**config.mk**
```make
export PLATFORM = sky130hd
export DESIGN_NAME = fetch_ctrl
export DESIGN_NICKNAME = d
export VERILOG_FILES = /design/src/rtl/fetch_ctrl.sv
export SDC_FILE = /design/constraint.sdc
export NUM_CORES = 1
export LEC_CHECK = 0
export ABC_AREA = 1
export BUFFER_PORTS_ARGS = -buffer_cell sky130_fd_sc_hd__buf_2
export CORE_MARGIN = 4
export CORE_UTILIZATION = 56
export DETAILED_ROUTE_END_ITERATION = 12
export GPL_ROUTABILITY_DRIVEN = 0
export PLACE_DENSITY_LB_ADDON = 0.08
export SLEW_MARGIN = 30
export SYNTH_ARGS = -nofsm -noshare
export SYNTH_HDL_FRONTEND = slang
export SYNTH_SLANG_ARGS = --single-unit
export TNS_END_PERCENT = 50
```
**constraint.sdc**
```tcl
create_clock -name clk -period 10.4 [get_ports clk]
set_input_delay 0 -clock clk [delete_from_list [all_inputs] [get_ports clk]]
set_output_delay 0 -clock clk [all_outputs]
set_load 0.03 [all_outputs]
```
**src/rtl/fetch_ctrl.sv**
```systemverilog
// Instruction-fetch sequencer: owns the fetch PC, reads one imem word per cycle
// into a small in-order queue and hands the head to decode.
module fetch_ctrl #(
    parameter int             N        = 64,
    parameter int             DEPTH    = 2,
    parameter logic [N-1:0]   RESET_PC = '0
) (
    input  logic          clk,
    input  logic          reset,
    input  logic          enable,
    output logic [5:0]    imem_addr,
    input  logic [31:0]   imem_q,
    input  logic          redirect,
    input  logic [N-1:0]  redirect_pc,
    output logic          instr_valid,
    output logic [31:0]   instr,
    output logic [N-1:0]  instr_pc,
    input  logic          instr_ready,
    output logic          fault,
    output logic [1:0]    dbg_state
);

    localparam int           AW   = $clog2(DEPTH);
    localparam logic [AW:0]  FULL = (AW+1)'(DEPTH);

    typedef enum logic [1:0] {IDLE, RUN, PAUSE, FAULT} state_t;

    state_t          state, state_nxt;
    logic [N-1:0]    fetch_pc;
    logic [AW:0]     count;
    logic [AW-1:0]   head, tail;
    logic [31:0]     q_word [DEPTH];
    logic [N-1:0]    q_pc   [DEPTH];

    logic pop, bad, push_room, push, flush;

    // Decode handshake: the head transfers on any rising edge where
    // instr_valid and instr_ready are both high; instr/instr_pc stay stable
    // while instr_valid is high and instr_ready is low.
    always_comb begin
        pop       = instr_valid && instr_ready && !redirect;
        bad       = (fetch_pc[N-1:8] != '0) || (fetch_pc[1:0] != 2'b00);
        flush     = redirect && (state != IDLE);
        push_room = (count != FULL) || (instr_valid && instr_ready);
        push      = (state == RUN) && !bad && push_room && !redirect;
    end

    always_comb begin
        state_nxt = state;
        case (state)
            IDLE:    if (enable) state_nxt = RUN;
            RUN:     if (bad) state_nxt = FAULT;
                     else if (!enable) state_nxt = PAUSE;
            PAUSE:   if (enable) state_nxt = RUN;
            FAULT:   state_nxt = FAULT;
            default: state_nxt = IDLE;
        endcase
        // Redirect outranks everything, but cannot start fetching from IDLE.
        if (flush) state_nxt = enable ? RUN : PAUSE;
        else if (redirect) state_nxt = IDLE;
    end

    always_ff @(posedge clk or posedge reset) begin
        if (reset) begin
            state    <= IDLE;
            fetch_pc <= RESET_PC;
            count    <= '0;
            head     <= '0;
            tail     <= '0;
            for (int i = 0; i < DEPTH; i++) begin
                q_word[i] <= '0;
                q_pc[i]   <= '0;
            end
        end else begin
            state <= state_nxt;
            if (redirect) fetch_pc <= redirect_pc;
            else if (push) fetch_pc <= fetch_pc + N'(4);
            if (flush) begin
                count <= '0;
                head  <= '0;
                tail  <= '0;
            end else begin
                if (push) begin
                    q_word[tail] <= imem_q;
                    q_pc[tail]   <= fetch_pc;
                    tail         <= tail + AW'(1);
                end
                if (pop) head <= head + AW'(1);
                if (push && !pop) count <= count + (AW+1)'(1);
                else if (pop && !push) count <= count - (AW+1)'(1);
            end
        end
    end

    assign imem_addr   = fetch_pc[7:2];
    assign instr_valid = (count != '0);
    assign instr       = q_word[head];
    assign instr_pc    = q_pc[head];
    assign fault       = (state == FAULT);
    assign dbg_state   = state;

endmodule

```
Word level (Yosys, flattened, before mapping)

Cells that the tools add are included.

Memories: 0
Output and inout bits: 106
Memory bits (writable): 0
Word-level logic and storage cells: 81
Bits in read-only memories: 0
Bits of input ports: 101
Latch bits: 0
Flip-flop bits (word level): 262

Muxes and demuxes: 28
Shift operators: 0
Multiply operators: 0
Reduce and logical (&&, ||, !) cells: 27
Equal/unequal tests: 6
Add/sub/neg operators: 5
Bitwise gates (word level): 3
Div/mod/pow operators: 0
$lt $le $gt $ge: 3

Operator list:

| operator                | count |
|---|---|
| $mux W64                | 6 |
| $bwmux W128             | 1 |
| $mux W32                | 4 |
| $add A64 B3 Y64 const B | 1 |
| $bwmux W64              | 1 |
| $demux W64 S1           | 1 |
| $reduce_bool A56 Y1     | 1 |
| $demux W32 S1           | 1 |
| $mux W2                 | 9 |
| $reduce_bool A2 Y1      | 6 |
| $logic_and A1 B1 Y1     | 9 |
| $pmux W2 S3             | 1 |
| $ne A5 B5 Y1 const B    | 1 |
| $eq A2 B2 Y1 const B    | 2 |
| $ge A2 B2 Y1 const B    | 2 |
| $logic_not A1 Y1        | 4 |
| $mux W1                 | 4 |
| $ne A4 B1 Y1 const B    | 1 |
| $not A1 Y2              | 2 |
| $reduce_and A2 Y1       | 2 |
| $reduce_bool A3 Y1      | 1 |
| $add A1 B1 Y1 const B   | 2 |
| $add A2 B1 Y2 const B   | 1 |
| $eq A2 B1 Y1 const B    | 1 |
| 7 further kinds         | 8 |

Longest topological paths before layout

Gate-level depths: netlist of the first run.

Depth in word-level cells: 11
Mapped depth: 12
Gate-level depth less buffers: 12

Worst setup path after synthesis of the first run

OpenSTA, ideal clock, no wires.

Path kind: register to register
From: reg state[1], in the netlist dbg_state[1]
To: reg q_word[55] in the netlist's numbering
Library setup time: 126 ps
Slack: 8610 ps
Data required time: 10274 ps
Arrival: 1664 ps
Period minus slack after synthesis: 1790 ps
Buffers on the path: 2
Cell stages (with the launch flop): 13
Cell sequence: dfrtp_1 -> nor2_2 -> nand2_1 -> nor2_1 -> nand2_1 -> nor2_2 -> nand4_2 -> clkinv_2 -> nand2_4 -> buf_6 -> buf_6 -> nand2_1 -> o21ai_0

Word-level cells in the longest chain between the ends: 5
Elaborated cells between the ends (all ways): 8
Those cells by class: eq/ne: 1; bitwise: 1; reduce/logical: 6

RTL lines:

| what                                   | line | RTL |
|---|---|---|
| from (decl)                            | 28   | `state_t state, state_nxt;` |
| from (signal assigned)                 | 75   | `state <= state_nxt;` |
| $eq A2 B1 Y1                           | 45   | `push = (state == RUN) && !bad && push_room && !redirect;` |
| $logic_and A1 B1 Y1 (3 in a row)       | 45   |  |
| $reduce_and A2 Y1 (no source line) (*) | --   |  |
| to (signal, indexed assignment)        | 84   | `q_word[tail] <= imem_q;` |
| to (decl)                              | 32   | `logic [31:0] q_word [DEPTH];` |

Mark *: on every way between the ends. The rest lies on a longest branch, timed or not.
A chain may end at the register's enable or synchronous reset.

Worst setup path in the final report of the first run

From: in redirect
To: reg q_pc[31] in the netlist's numbering

Word-level cells in the longest chain between the ends: 3
Elaborated cells between the ends (all ways): 5
Those cells by class: bitwise: 1; reduce/logical: 4

RTL lines:

| what                                                           | line   | RTL |
|---|---|---|
| from (decl)                                                    | 13     | `input logic redirect,` |
| $logic_not A1 Y1 / $logic_and A1 B1 Y1 (equally long branches) | 45, 43 |  |
| $logic_and A1 B1 Y1 / $not A1 Y1 (equally long branches)       | --     |  |
| $reduce_and A2 Y1 (no source line) (*)                         | --     |  |
| to (signal, indexed assignment)                                | 85     | `q_pc[tail] <= fetch_pc;` |
| to (decl)                                                      | 33     | `logic [N-1:0] q_pc [DEPTH];` |

Marks and branches as above.

==> results of run 1 <==
[area by class of cell]
| cell class | count | area share |
|---|---|---|
| Inverter | 192 | 0.0522 |
| Clock inverter | 12 | 0.00986 |
| Tap cell | 265 | 0.0235 |
| Timing Repair Buffer | 309 | 0.146 |
| Antenna cell | 1 | 0.000178 |
| Sequential cell | 262 | 0.466 |
| Multi-Input combinational cell | 807 | 0.242 |
| Clock buffer | 40 | 0.0609 |
[flip-flops by register name, summed over array words and instances (netlist names)]
register / cells
count: 2
dbg_state: 2
fetch_pc: 64
head: 1
q_pc: 128
q_word: 64
tail: 1
[timing repair]
action | in CTS | in global routing
hold buffers | 98 | 0
endpoints found under the hold margin | 251 | 0
resized for setup | 0 | 0
[power by group through the flow]
stage	sequential (mW)	combinational, mW	clock (mW)
floorplan	1.08	0.480	0
global placement	1.12	0.638	0
detailed placement	1.12	0.641	0
CTS	1.10	0.670	1.07
global route	1.11	0.725	1.11
finish	1.10	0.666	1.04
[synth_stat cells (2+ instances only)]
library cell,count
xor2_1,4
nor2_2,4
buf_6,15
nand3_1,34
nand4_1,2
dfrtp_1,262
clkbuf_1,35
buf_4,6
nor2_1,218
inv_1,187
a21oi_1,10
inv_2,4
o21ai_0,91
nand2_4,2
buf_2,10
nand2_1,372
a31oi_1,2
o21ai_2,10
a22oi_1,3
o21ai_1,50
buf_1,3
[routing by layer]
layer | vias to the layer above | wire length (um)
li1 | 4538 | -
met1 | 4133 | 11000
met2 | 228 | 11900
met3 | 55 | 1350
met4 | 0 | 781
met5 | - | 0
[tightest hold or removal path, stage by stage]
cell and delay, ns:
buf_2 0.12, inv_1 0.07, nor2_1 0.05, inv_1 0.08, nor2_1 0.08, a21oi_1 0.14
[path summary, 6_finish.rpt]
path,start,end,depth (start not counted)
setup / recovery,redirect,q_pc[31],8
hold / removal,instr_ready,head,6
setup reg to reg,dbg_state[0],q_pc[31],9
hold reg to reg,fetch_pc[25],fetch_pc[25],2
max in group asynchronous,reset,q_word[61],4
min in group asynchronous,reset,q_pc[119],3
[metrics by stage]
stage               instances  area (sq um)  power [mW]  setup WS, ns
floorplan                1331         11100        1.57          3.19
global placement         1737         12100        1.76          7.02
detailed placement       1737         12100        1.76          6.95
CTS                      1887         14100        2.84          7.28
global route             1887         14100        2.94          6.38
finish                   1888         14100        2.81          6.82
[cell families after synthesis]
family,count (synthesis),synth area share
flip-flops,262,0.591
adder cells (fa/ha/maj),1,0.00113
XOR/XNOR,4,0.00316
AND/OR/NAND/NOR,635,0.223
AO/OA/AOI/OAI,167,0.0799
buffers and inverters,262,0.102
==> metrics, run 1 <==
RSZ-0062 raised after global routing no; final hold slack 0.0407 ns; top area cells in the synthesized netlist dfrtp_1 59%, nand2_1 13%, nor2_1 7.4%, inv_1 6.3%, o21ai_0 4.1%; # IOs 207; pin count of the biggest net entering global routing 124; Yosys reg bits 262; Synth Net Count 1433; clock sink total 262; kind of cell adding the most delay to the critical path buffers and inverters; gr usage total 0.228; Die Ht 149 um; clock buffer depth 3; H-Tree Depth 1; Synth Instances 1331; CP Buf/Inv Count 5; final WL 25.0 mm; FFs w/ async S/R, synth 1.00; endpoints failing hold 0; Antenna Violating Nets Remaining 0; Syn. warnings 0; Pre-Repair DR Iteration Count 5; Cell Chain, Critical Path buf_2, buf_4, clkinv_2, nand4_2, clkinv_2, nand2_4, clkinv_2, nor2_1; Top FF cell, synth dfrtp_1; vias in the first global route 8794; fmax 0.279 GHz; CP most frequent cell clkinv_2; DRC violations left 0; vias per cell 4.74; LEAKAGE 7.67 nW; latest clock arrival within the worst-skew pair 0.53 ns; Comb pwr share 0.237; Die X 149 um; layout cell share with drive strength beyond 1 0.176; DRT iter0 DRCs 487; max-slew violations 0; Crit. End Element flop; area of the multi-input gates 0.00340 sq mm; clock network power share 0.370; Die ar. 0.0221 sq mm; CP Launch Type primary input; core area 0.0195 sq mm; Starting Density 0.570; VDD IR-drop max 135 uV; setup bufs post-CTS 0; Setup Crit Path Kind primary input to flop; WP data required 10.83 ns; switching power 0.921 mW; area growth from synthesis to layout 26.9%; cell type with the largest total area after synthesis dfrtp_1; Hold Crit Class primary input to flop; CTS clk-pin slew, worst paths 0.06 ns; first-pass GRT wire length 41.9 mm; slowest cell on the critical path clkinv_2; Mean Syn Cell Area 8.33 sq um; nets@finish 1702; setup_tns 0 ns; most common cell after layout, fill and taps aside nand2_1; crit-path max FO 77; Most Crowded Layer GR met2; switch share 0.328; via count 8954; Root Driver clkbuf_16; most frequent cells in the layout 372 x nand2_1, 261 x dfrtp_1, 218 x nor2_1; status complete, no violations; Layout Utilization 0.723; Seq/Total Area, Yosys 0.591; critical path arrival 4.00 ns; Rel. slew slack 0.357; Flop pwr share 0.393; gr ovfl total 0; M2 GR Usage 0.370; Fin Clk Skew 0.00967 ns; number of flops mapped to enable cells by yosys 0; final setup fails 0; post-synthesis cell type count 28; CTS tree yes; Slew @ Worst Pin 0.962 ns; register area 0.00656 sq mm; Synth top area share 0.591; synthesized area 0.0111 sq mm; Int Power 1.89 mW; cts bufs inserted 28; slowest stage delay, CP 0.86 ns; WL/cell 13.2 um; Tmin final 3.58 ns; number of core rows 51; period utilisation layout 0.344; max capacitance violation total 0; M1 GR Usage 0.319; met3 Use GR 0.0389; internal reg-to-reg setup slack 7.32 ns; initial antenna violation count 0; pwr dens 200 mW/mm^2; fillers 1560; Final HPWL DP 14.8 mm; PortBufs 206
No activity file was read; power rests on OpenSTA's default activity.
==> run 2: changes to the inputs <==
Settings changed: CORE_UTILIZATION 56 to 50.
Clock period 10.4 ns to 3 ns, I/O delays scaled along.
==> metrics, run 2 (synthesis results as in run 1) <==
latest clock arrival within the worst-skew pair 0.53 ns; CTS clk-pin slew, worst paths 0.05 ns; WL/cell 13.4 um; first-pass GRT wire length 42.7 mm; Tmin final 2.25 ns; core area 0.0218 sq mm; pin count of the biggest net entering global routing 81; Largest Register q_pc; DRT iter0 DRCs 585; vias per cell 4.71; Flop pwr share 0.405; vias in the first global route 8909; Pre-Repair DR Iteration Count 5; max-slew violations 0; switching power 3.12 mW; DRC violations left 0; Largest register FFs 128; nets@finish 1713; RSZ-0062 raised after global routing no; CTS tree yes; clock sink total 262; internal reg-to-reg setup slack 0.75 ns; period utilisation layout 0.750; Rel. slew slack 0.467; Slew @ Worst Pin 0.798 ns; Antenna Violating Nets Remaining 0; Starting Density 0.508; layout cell share with drive strength beyond 1 0.173; initial antenna violation count 0; Hold Crit Class primary input to flop; worst r2r path cells 11; biggest regs q_pc x128, fetch_pc x64, q_word x64; Setup Crit Path Kind flop to flop; Final HPWL DP 15.8 mm; final hold slack 0.0518 ns; diodes inserted 0; Int Power 6.18 mW; max capacitance violation total 0; fillers 1914; critical path arrival 2.64 ns; final worst setup slack 0.751 ns; pre-CTS setup slack 0.738 ns; R2R Path Start fetch_pc[48]; CP Launch Type flop; PortBufs 206; Die ar. 0.0246 sq mm; final WL 25.4 mm; most common cell after layout, fill and taps aside nand2_1; Die X 157 um; via count 8969; Root Driver clkbuf_16; gr ovfl total 0; final setup fails 0; Comb pwr share 0.259; most frequent cells in the layout 372 x nand2_1, 261 x dfrtp_1, 218 x nor2_1; r2r endpoint q_pc[100]; Crit. End Element flop; fmax 0.445 GHz; Worst Setup SP fetch_pc[48]; crit-path max FO 58; WP data required 3.39 ns; Placed Area 0.0123 sq mm; # IOs 207; area growth from synthesis to layout 27.1%; pwr dens 660 mW/mm^2; endpoints failing hold 0; Die Ht 157 um; number of core rows 54; clock buffer depth 3; Fin Clk Skew 0.0128 ns; status complete, no violations; cts bufs inserted 28; CP endpoint q_pc[100]; switch share 0.336; LEAKAGE 7.65 nW; gr usage total 0.209; Design Area, Final 0.0141 sq mm; VDD IR-drop max 461 uV; H-Tree Depth 1; clock network power share 0.336
run 2: cell count changes in the layout (fill, tap and decap cells not counted), sizes merged:
cell,before,now
buf,211,221
bufinv,3,0
clkbuf,40,41
clkinv,11,4
clkinvlp,0,1
diode,1,0
dlygate4sd3,98,99
run 2: metrics by stage:
step | util | TNS [ns] | power, mW | cells
global route | 0.646 | 0 | 9.80 | 1905
CTS | 0.646 | 0 | 9.43 | 1905
global placement | 0.563 | 0 | 6.16 | 1762
floorplan | - | -119.35 | 5.43 | 1331
finish | 0.646 | 0 | 9.31 | 1905
detailed placement | 0.563 | 0 | 6.17 | 1762
run 2: power groups by stage:
stage                     Combinational, mW  Clock [mW]  Sequential (mW)
final                                  2.41        3.12             3.77
after global routing                   2.65        3.36             3.79
after CTS                              2.44        3.22             3.77
after detailed placement               2.34           0             3.84
after global placement                 2.33           0             3.83
after floorplan                        1.67           0             3.76
run 2: area by class of cell:
class | count | area [sq um] | area share
flip-flops and latches | 262 | 6560 | 0.465
multi-input cells | 807 | 3400 | 0.241
repair buffers | 320 | 2230 | 0.159
clock buffers | 41 | 811 | 0.0575
inverters | 192 | 726 | 0.0515
well taps | 280 | 350 | 0.0248
clock inverters | 3 | 15.0 | 0.00106
run 2: how the worst min path moves through the flow:
stage               cells after the start       startpoint  slack (ns)      endpoint
floorplan                               2  redirect_pc[62]        0.11  fetch_pc[62]
finish                                  6      instr_ready        0.05          head
global route                            6      instr_ready        0.13          head
global placement                        2            reset        0.19    q_word[53]
CTS                                     8      instr_ready        0.03      count[1]
detailed placement                      2            reset        0.19    q_word[53]
run 2: what timing repair did:
action,CTS,global route
hold endpoints to repair,157,0
hold buffers,99,0
setup endpoints to repair,0,0
buffers inserted,0,0
resized for setup,0,0
run 2: routing by layer:
metal  vias up  wire length [um]  global-route usage
met4         0               912              0.0686
li1       4553                 -                   -
met2       228             11800               0.339
met1      4122             11300               0.287
met3        66              1440              0.0401
met5         -                 0                   0
run 2: worst max-delay path, stage by stage, from the launching register on:
cell	delay (ns)
dfrtp_1	0.39
nor2_1	0.13
nand2_1	0.08
nor2_1	0.13
nand2_1	0.08
nor2_2	0.15
nand4_2	0.16
clkinv_2	0.15
nand2_4	0.30
inv_2	0.17
buf_12	0.27
nor2_1	0.08
==> run 3: changes to the inputs <==
Clock period 3 ns to 2 ns, I/O delays scaled along.
==> metrics, run 3 (synthesis results as in run 1) <==
r2r endpoint q_pc[80]; Rel. slew slack 0.573; period utilisation layout 0.965; diodes inserted 0; max capacitance violation total 0; Final HPWL DP 16.1 mm; critical path arrival 1.93 ns; layout cell share with drive strength beyond 1 0.183; Tmin final 1.93 ns; number of core rows 54; DRC violations left 0; Tot Pwr 14.8 mW; VDD IR-drop max 664 uV; vias in the first global route 8831; Die ar. 0.0246 sq mm; WP data required 2.00 ns; Hold Crit Class primary input to flop; fmax 0.518 GHz; Placed Area 0.0125 sq mm; Setup Crit Path Kind flop to output pin; biggest regs q_pc x128, fetch_pc x64, q_word x64; CP endpoint instr_pc[49]; Pre-Repair DR Iteration Count 5; pwr dens 1020 mW/mm^2; final setup fails 0; Layout Utilization 0.664; most common cell after layout, fill and taps aside nand2_1; internal reg-to-reg setup slack 0.16 ns; Worst Setup SP head; CP Launch Type flop; LEAKAGE 7.84 nW; M1 WL 11.6 mm; Largest register FFs 128; final hold slack 0.0399 ns; H-Tree Depth 1; status complete, no violations; RSZ-0062 raised after global routing yes; Largest Register q_pc; Fin Clk Skew 0.0139 ns; final WL 25.9 mm; Top Metal Used met4; initial antenna violation count 0; max-slew violations 0; hold depth 6; cts bufs inserted 28; met2 routed WL 12.4 mm; first-pass GRT wire length 42.9 mm; gr usage total 0.211; gr ovfl total 0; Slew @ Worst Pin 0.641 ns; # IOs 207; Die X 157 um; CTS tree yes; Antenna Violating Nets Remaining 0; nets@finish 1726; final worst setup slack 0.0697 ns; WL/cell 13.5 um; crit-path max FO 70; R2R Path Start fetch_pc[61]; DRT iter0 DRCs 465; Root Driver clkbuf_16; pre-CTS setup slack 0.0802 ns; endpoints failing hold 0; clock sink total 262; via count 9118; CTS clk-pin slew, worst paths 0.06 ns; core area 0.0218 sq mm; most frequent cells in the layout 372 x nand2_1, 261 x dfrtp_1, 217 x nor2_1; area growth from synthesis to layout 30.6%; Starting Density 0.508; Crit. End Element output pin; worst r2r path cells 11; latest clock arrival within the worst-skew pair 0.53 ns; met3 routed WL 1.37 mm; Die Ht 157 um; vias per cell 4.73; clock buffer depth 3; Design Area, Final 0.0145 sq mm; PortBufs 206; pin count of the biggest net entering global routing 84
-- run 3: worst min path at each step --
stage	start	endpoint
2_1_floorplan	redirect_pc[62]	fetch_pc[62]
3_3_place_gp	reset	q_word[47]
3_5_place_dp	reset	q_word[47]
4_1_cts	instr_ready	head
5_1_grt	reset	q_word[15]
6_report	instr_ready	head
-- run 3: final cells by class --
cell class / instances / area [sq um]
Sequential cell: 262 / 6560
Timing Repair Buffer: 333 / 2460
Clock inverter: 6 / 109
Clock buffer: 46 / 870
Fill cell: 1875 / 7340
Tap cell: 280 / 350
Inverter: 192 / 728
Multi-Input combinational cell: 807 / 3410
-- run 3: where the power goes --
part	total, mW	switching [mW]	internal [mW]	leakage, nW
clock	5.38	2.04	3.34	0.480
combinational	3.82	2.64	1.17	4.45
sequential	5.62	0.158	5.46	2.91
-- run 3: critical path, stage by stage (launching register included) --
cell and delay, ns:
dfrtp_4 0.59, buf_16 0.25, o21ai_0 0.29, buf_2 0.26
-- run 3: timing repair --
item | CTS | global route
setup endpoints to repair | 4 | 138
endpoints found under the hold margin | 394 | 0
setup buffers | 0 | 1
gates cloned | 0 | 1
hold buffers | 99 | 0
gates resized for setup | 4 | 9
-- run 3: per-stage QoR --
step           TNS [ns]  cells
4_1_cts               0   1924
3_3_place_gp          0   1773
5_1_grt         -0.0321   1926
3_5_place_dp          0   1773
6_report              0   1926
2_1_floorplan   -381.35   1331
-- run 3: metal layers --
layer,GRT usage,vias to the layer above
met1,0.298,4255
li1,-,4596
met4,0.0500,0
met2,0.344,221
met3,0.0371,46
met5,0,-
